File: src/rtl/fsm_input_conditioner.sv
// fsm_input_conditioner
//   Conditions the raw asynchronous a/b inputs for the downstream a/b FSM.
//   Each channel has a multi-flop synchroniser followed by a 4-state,
//   counter-based glitch filter. The filter produces a registered clean level
//   and a registered one-cycle change strobe. The two channels are identical
//   and independent; per-channel state is held in 2-entry arrays, with
//   index 0 for channel a and index 1 for channel b.
module fsm_input_conditioner #(
    parameter int SYNC_STAGES   = 2,
    parameter int STABLE_CYCLES = 4
) (
    input  logic clk,
    input  logic rst,
    input  logic a_raw,
    input  logic b_raw,
    output logic a,
    output logic b,
    output logic a_chg,
    output logic b_chg
);

    localparam int CNT_W = $clog2(STABLE_CYCLES + 1);
    localparam logic [CNT_W-1:0] CNT_LAST = CNT_W'(STABLE_CYCLES - 1);
    localparam logic [CNT_W-1:0] CNT_ONE  = CNT_W'(1);

    typedef enum logic [1:0] {
        LOW       = 2'd0,
        WAIT_HIGH = 2'd1,
        HIGH      = 2'd2,
        WAIT_LOW  = 2'd3
    } filt_state_t;

    logic [SYNC_STAGES-1:0] sync_a;
    logic [SYNC_STAGES-1:0] sync_b;
    logic [1:0]             s;

    filt_state_t            state     [2];
    filt_state_t            state_nxt [2];
    logic [CNT_W-1:0]       cnt       [2];
    logic [CNT_W-1:0]       cnt_nxt   [2];
    logic [1:0]             lvl;
    logic [1:0]             lvl_nxt;
    logic [1:0]             chg;
    logic [1:0]             chg_nxt;

    // Synchroniser chains: raw enters bit 0, the settled sample leaves the MSB.
    always_ff @(posedge clk or negedge rst) begin
        if (!rst) begin
            sync_a <= '0;
            sync_b <= '0;
        end else begin
            sync_a <= {sync_a[SYNC_STAGES-2:0], a_raw};
            sync_b <= {sync_b[SYNC_STAGES-2:0], b_raw};
        end
    end

    assign s = {sync_b[SYNC_STAGES-1], sync_a[SYNC_STAGES-1]};

    // Filter state, stability counters, clean levels and change strobes.
    always_ff @(posedge clk or negedge rst) begin
        if (!rst) begin
            for (int i = 0; i < 2; i++) begin
                state[i] <= LOW;
                cnt[i]   <= '0;
            end
            lvl <= '0;
            chg <= '0;
        end else begin
            for (int i = 0; i < 2; i++) begin
                state[i] <= state_nxt[i];
                cnt[i]   <= cnt_nxt[i];
            end
            lvl <= lvl_nxt;
            chg <= chg_nxt;
        end
    end

    // Next-state logic per channel. A new level is accepted only after
    // STABLE_CYCLES consecutive samples. Any earlier reversal returns to the
    // settled state with the counter cleared. The counter stops at
    // STABLE_CYCLES-1 because the commit happens on that compare.
    always_comb begin
        for (int i = 0; i < 2; i++) begin
            state_nxt[i] = state[i];
            cnt_nxt[i]   = cnt[i];
        end
        lvl_nxt = lvl;
        chg_nxt = '0;

        for (int i = 0; i < 2; i++) begin
            case (state[i])
                LOW: begin
                    if (s[i]) begin
                        state_nxt[i] = WAIT_HIGH;
                        cnt_nxt[i]   = CNT_ONE;
                    end
                end
                WAIT_HIGH: begin
                    if (!s[i]) begin
                        state_nxt[i] = LOW;
                        cnt_nxt[i]   = '0;
                    end else if (cnt[i] == CNT_LAST) begin
                        state_nxt[i] = HIGH;
                        cnt_nxt[i]   = '0;
                        lvl_nxt[i]   = 1'b1;
                        chg_nxt[i]   = 1'b1;
                    end else begin
                        cnt_nxt[i]   = cnt[i] + CNT_ONE;
                    end
                end
                HIGH: begin
                    if (!s[i]) begin
                        state_nxt[i] = WAIT_LOW;
                        cnt_nxt[i]   = CNT_ONE;
                    end
                end
                WAIT_LOW: begin
                    if (s[i]) begin
                        state_nxt[i] = HIGH;
                        cnt_nxt[i]   = '0;
                    end else if (cnt[i] == CNT_LAST) begin
                        state_nxt[i] = LOW;
                        cnt_nxt[i]   = '0;
                        lvl_nxt[i]   = 1'b0;
                        chg_nxt[i]   = 1'b1;
                    end else begin
                        cnt_nxt[i]   = cnt[i] + CNT_ONE;
                    end
                end
                default: begin
                    state_nxt[i] = LOW;
                    cnt_nxt[i]   = '0;
                end
            endcase
        end
    end

    assign a     = lvl[0];
    assign b     = lvl[1];
    assign a_chg = chg[0];
    assign b_chg = chg[1];

endmodule

File: config.mk
export PLATFORM = sky130hd
export DESIGN_NAME = fsm_input_conditioner
export DESIGN_NICKNAME = d
export VERILOG_FILES = /design/src/rtl/fsm_input_conditioner.sv
export SDC_FILE = /design/constraint.sdc
export NUM_CORES = 1
export LEC_CHECK = 0
export ABC_CLOCK_PERIOD_IN_PS = 2000
export CORE_MARGIN = 1
export CORE_UTILIZATION = 56
export DETAILED_ROUTE_END_ITERATION = 10
export GPL_TIMING_DRIVEN = 1
export PLACE_DENSITY = 0.79
export SETUP_SLACK_MARGIN = 0.2
export SLEW_MARGIN = 20
export SYNTH_ARGS = -nofsm -noshare
export SYNTH_HDL_FRONTEND = slang
export SYNTH_SLANG_ARGS = --single-unit
export TNS_END_PERCENT = 50
File: constraint.sdc
create_clock -name clk -period 2 [get_ports clk]
set_clock_uncertainty 0.1 [all_clocks]
set_input_delay 0.4 -clock clk [delete_from_list [all_inputs] [get_ports clk]]
set_output_delay 0.4 -clock clk [all_outputs]
set_load 0.03 [all_outputs]
==> impl_metrics.ini <==
[critical_path]
worst_path_largest_cell_delay_ns = 0.66
path_max_fanout = 1
worst-setup-path-type = flop to output pin
slowest_stage = sky130_fd_sc_hd__clkdlybuf4s50_1
cp-end-kind = output pin
critical_path.n_buffers_inverters = 1
critical_path_arrival_ns = 1.28
worst_ep_required_time_ns = 1.50
worst_setup_path_start_kind = flop
ordered_list_of_cells_on_the_worst_path = clkdlybuf4s50_1
critical_path.top_delay_family = buffers and inverters

[clocking]
root_buffer = sky130_fd_sc_hd__clkbuf_4
cts_bufs_inserted = 3
clk-insertion-delay-late_ns = 0.29
number_of_sinks_driven_by_the_clock_tree = 18
cts-htree-levels = 1
cts.clk_slew.worst_paths_ns = 0.10
clock_tree.buffer_depth = 2
tritoncts = yes
post-cts-setup-buffers = 0
holdBufCountCts = 0

[synthesis]
yosys_register_bits = 18
ys.warnings.count = 0
post_synth_simple_gate_area = 0.145
synth_area_sq_um = 742
synthXorXnorAreaFrac = 0.0556
synth_seq_area_share = 0.607
muxShareOfSynthArea = 0.0152
synth_compound_area_frac = 0.118
synth_cell_types = 23
synth_instances = 61
synthesis.area_per_instance_sq_um = 12.2
synth_fp_nets = 67
synthAdderAreaFrac = 0.0337
dominant_combinational_cell_family_by_area_after_synthesis = simple AND/OR/NAND/NOR gates

[timing]
maxSlewViolCount = 0
worst_case_hold_slack_ns = 0.261
timing_hold_violations_final = 0
rsz0062_at_grt = yes
worst-slew-pin-transition_ns = 0.314
setup_viol_count_final = 0
post-route-min-period_ns = 1.78
final.period_utilization = 0.892
slew_headroom = 0.790
total_neg_setup_slack_ns = 0
fmaxAchievable_mhz = 561

[floorplanning]
fp.dieH_um = 38.4
num_io_pins = 8
die_width_um = 38.4
initial_utilization = 0.634
design.core.area_sq_um = 1170
rows = 12
area_of_the_die_sq_um = 1470

[global_route]
overflow = 0
first_global_vias = 450
global_route.usage.total = 0.194
maximum_number_of_pins_on_one_net_before_global_route_repair = 19
initial_antenna_violation_count = 0
grt_pass1_wl_um = 1840

[layout]
insertedDiodeCount = 0
area_of_the_multi_input_gates_sq_um = 273
combined_flip_flop_and_latch_cell_area_sq_um = 450
layout-drive-gt1-share = 0.123
nNetsFinal = 80
area_growth_pct = 17.9
filler_cell_count = 86

[drt]
totalWireLength_um = 1110
detailroute.via_count = 470
detailedRoute.firstPassIterationCount = 3
drt-initial-drc-count = 9
drc = 0
route.antenna.remaining_nets = 0
routed_wire_length_per_instance_um = 12.7
vias_per_cell = 5.40

[power_and_ir_drop]
power.density_cell_area_nw_per_um2 = 1220
peakVddDrop_mv = 0.659
leakage_nw = 0.413

[placed_design]
dp_hpwl_um = 819
buffer_ports.inserted = 7
weighted_congestion_reported_at_the_end_of_routability_driven_placement = 0.724

[outcome]
status = complete, no violations

[flow_run]
cap_viol_max_count = 0

[worst_hold_path]
worst_hold_path_type = flop to flop
## Yosys cell counts, drive strengths merged
master   count  area [sq um]
a22oi        1          7.51
a31oi        1          6.26
and2         2          12.5
and3         1          6.26
dfrtp       18           450
ha           2          25.0
inv          5          18.8
mux2         1          11.3
nand2        4          15.0
nand2b       1          6.26
nand3        1          5.00
nand3b       3          22.5
nor2         4          15.0
nor2b        2          12.5
nor3b        1          12.5
o21a         3          22.5
o21ai        5          25.0
o22a         1          8.76
o2bb2ai      1          8.76
o311ai       1          8.76
xnor2        1          16.3
xor2         2          25.0
## cell families (layout without fill, tap and decap cells)
kind of cell	after synthesis	count (layout)
compound gates	13	13
xor+xnor	3	3
fa+ha+maj	2	2
buf+inv	5	17
flops	18	18
mux	1	1
simple gates	19	19
## report_power, final
group	switching [mW]	internal (mW)
combinational	0.160	0.150
clock	0.105	0.111
sequential	0.0895	0.449
## cell usage in the layout, fill, tap and decap left out, types with 2 or more instances in the layout
master,instances
sky130_fd_sc_hd__nor2b_1,2
sky130_fd_sc_hd__nand2_1,4
sky130_fd_sc_hd__inv_1,5
sky130_fd_sc_hd__o21ai_0,5
sky130_fd_sc_hd__dfrtp_1,18
sky130_fd_sc_hd__clkbuf_4,3
sky130_fd_sc_hd__o21a_1,3
sky130_fd_sc_hd__ha_1,2
sky130_fd_sc_hd__and2_1,2
sky130_fd_sc_hd__nand3b_1,3
sky130_fd_sc_hd__clkdlybuf4s50_1,5
sky130_fd_sc_hd__nor2_1,4
## path summary, 6_finish.rpt
kind                                 from   endpoint  slack [ns]  cells after the start
worst max-delay path               chg[0]      a_chg        0.22                      1
worst min-delay path            sync_b[0]  sync_b[1]        0.26                      0
worst max register to register     cnt[0]       flop        0.66                      3
worst min register to register  sync_b[0]  sync_b[1]        0.26                      0
max in group asynchronous             rst     cnt[2]        1.28                      2
min in group asynchronous             rst   state[2]        0.33                      2
## area by class of cell
class / count / area share
clock buffers: 4 / 0.0415
inverters: 5 / 0.0215
multi-input cells: 38 / 0.312
flip-flops and latches: 18 / 0.515
well taps: 14 / 0.0200
repair buffers: 8 / 0.0901
## per-stage QoR
step	power [mW]	worst slack, ns	cell area [sq um]	util	instances
after floorplan	0.763	0.734	742	-	61
after global placement	0.830	0.497	837	0.715	83
after detailed placement	0.860	0.477	837	0.715	83
after CTS	1.08	0.157	872	0.745	87
after global routing	1.14	0.169	875	0.747	87
final	1.06	0.216	875	0.747	87
## worst register-to-register path, cell delays in order (launching register included)
cell	delay [ns]
sky130_fd_sc_hd__dfrtp_1	0.41
sky130_fd_sc_hd__ha_1	0.23
sky130_fd_sc_hd__nand3b_1	0.15
sky130_fd_sc_hd__mux2_2	0.34
## timing repair
action | in CTS | in global routing
cloned | 0 | 0
setup endpoints to repair | 3 | 3
resized for setup | 1 | 1
## per-layer routing
layer	GRT usage	wire length (um)	share of wire	vias up
met2	0.314	534	0.48	10
met3	0.0523	38	0.034	4
li1	-	-	-	231
met1	0.236	519	0.47	225
met5	0	0	0	-
met4	0.103	16	0.014	0
Power figures use the tool's default switching activity.
==> RTL change: new RTL, same flow settings <==
`STABLE_CYCLES`: 4 -> 8.
--- a/src/rtl/fsm_input_conditioner.sv
+++ b/src/rtl/fsm_input_conditioner.sv
@@ -7,7 +7,7 @@
 //   index 0 for channel a and index 1 for channel b.
 module fsm_input_conditioner #(
     parameter int SYNC_STAGES   = 2,
-    parameter int STABLE_CYCLES = 4
+    parameter int STABLE_CYCLES = 8
 ) (
     input  logic clk,
     input  logic rst,
Behaviour: not the same (a bounded check fails within 10 cycles, from zero or initial values and one cycle with rst low).
==> RTL change against the unedited design <==
Routed wire length up 23%. Sequential cell count up 2. Maximum frequency down 0.36%. Worst hold slack better by 0.0032 ns. Power up 3.0%. Critical path depth unchanged. Largest power group unchanged. Clock power up 8%. Synthesized area up 15%. Worst setup slack worse by 0.0064 ns. Die area up 14%. Via count up 27%. Final area up 11%.
==> RTL change: results (changes against the unedited design) <==
| Group | Metric | This run | Change |
|---|---|---|---|
| detailed routing | Wire length on met3 | 40 um | was 38 um |
| pwr | Portion of total power attributed to the clock network | 21.3% | was 20.3% |
| pwr | Leakage power | 0.482 nW | was 0.413 nW |
| final layout | Total Nets Final | 97 | was 80 |
| global route | Met2 Resource Use GR | 21.5% | was 31.4% |
| pwr | Sw power | 0.000379 W | was 0.000354 W |
| placed design | Hpwl dp | 913 um | was 819 um |
| timing | Transition time at the pin with the least slew margin | 0.446 ns | was 0.314 ns |
| setup path | Largest delay share family, worst path | buffers and inverters | unchanged |
| setup path | Cell type of the slowest stage on the worst timing path | clkdlybuf4s50_1 | unchanged |
| logic synthesis | Net count of the mapped netlist | 86 | was 67 |
| logic synthesis | Commonest cells post-synth | dfrtp_1, nand2_1, nor2_1, nand3_1, o21ai_0 | was dfrtp_1, inv_1, o21ai_0, nand2_1, nor2_1 |
| placed design | Area after DPL | 936 um^2 | was 837 um^2 |
| global route | Global-route usage over all layers | 18.1% | was 19.4% |
| detailed routing | DRC violation total after the first TritonRoute iteration | 15 | was 9 |
| logic synthesis | Proportion of synthesized chip area in sequential cells | 58.7% | was 60.7% |
| final layout | Share of layout cells above drive strength 1 | 6.67% | was 12.3% |
| pwr | Sequential power share | 54.4% | was 50.6% |
| final layout | Layout filler cell count | 100 | was 86 |
| detailed routing | Routed met1 length | 737 um | was 519 um |
| global route | Vias in the first global route | 433 | was 450 |
| detailed routing | Total number of vias | 599 | was 470 |
| outcome | Outcome | finished clean | unchanged |
| detailed routing | First drt pass iteration count | 4 | was 3 |
| logic synthesis | Cells taking the most area after synthesis | dfrtp_1, nand2_1, xor2_1 | was dfrtp_1, ha_1, o21ai_0 |
| clocking | Number of cells upsized or downsized after cts | 2 | was 1 |
| placed design | Routability Congestion | 0.683 | was 0.724 |
| global route | Global-route wire length before repair | 1.97 mm | was 1.84 mm |
| detailed routing | Met2 Routed Length | 561 um | was 534 um |
| detailed routing | Total Routed Length | 1.36 mm | was 1.11 mm |
| global route | Pin count of the biggest net entering global routing | 21 | was 19 |
| final layout | Flip-flop count of the largest register after layout | 8 |  |
| global route | Global Route met3 Usage | 1.63% | was 5.23% |
==> RTL change: cell count changes after synthesis, moves of 4 or more <==
cell / change
a21oi_1: +5
nand3_1: +5
nand2_1: +11
nor2_1: +4
inv_1: -5
==> RTL change: worst paths after layout <==
kind                                     start                   to  slack [ns]
max in group asynchronous                  rst   lvl[1]$_DFFE_PN0P_        1.27
setup / recovery              chg[1]$_DFF_PN0_                b_chg        0.21
hold / removal             sync_b[0]$_DFF_PN0_  sync_b[1]$_DFF_PN0_        0.26
hold reg to reg            sync_b[0]$_DFF_PN0_  sync_b[1]$_DFF_PN0_        0.26
setup reg to reg            cnt[4]$_DFFE_PN0P_   lvl[0]$_DFFE_PN0P_        0.63
min in group asynchronous                  rst   cnt[6]$_DFFE_PN0P_        0.32
==> RTL change: cell families (layout without fill, tap and decap cells) <==
family	after synthesis	count (layout)	share of synthesized area (%)
buffers and inverters	2	12	1.47
flip-flops	20	20	58.7
multiplexers	2	2	2.35
adder cells (fa/ha/maj)	2	2	2.94
AO/OA/AOI/OAI	15	15	10.3
XOR/XNOR	6	6	6.17
AND/OR/NAND/NOR	33	33	18.1
==> RTL change: final cells by class <==
type	instances	area (um^2)	share of cell area (%)
multi-input combinational	58	339	34.9
timing repair buffer	8	77.6	7.98
sequential	20	500	51.5
clock buffer	4	36.3	3.73
tap	15	18.8	1.93
==> RTL change: through the flow <==
stage / cells / total power [W] / utilization [%] / setup slack, ns
2_1_floorplan: 80 / 0.000799 / - / 0.738
3_3_place_gp: 101 / 0.000861 / 69.3 / 0.492
3_5_place_dp: 101 / 0.000875 / 69.3 / 0.480
4_1_cts: 105 / 0.00110 / 71.8 / 0.197
5_1_grt: 105 / 0.00117 / 72.0 / 0.160
6_report: 105 / 0.00110 / 72.0 / 0.210
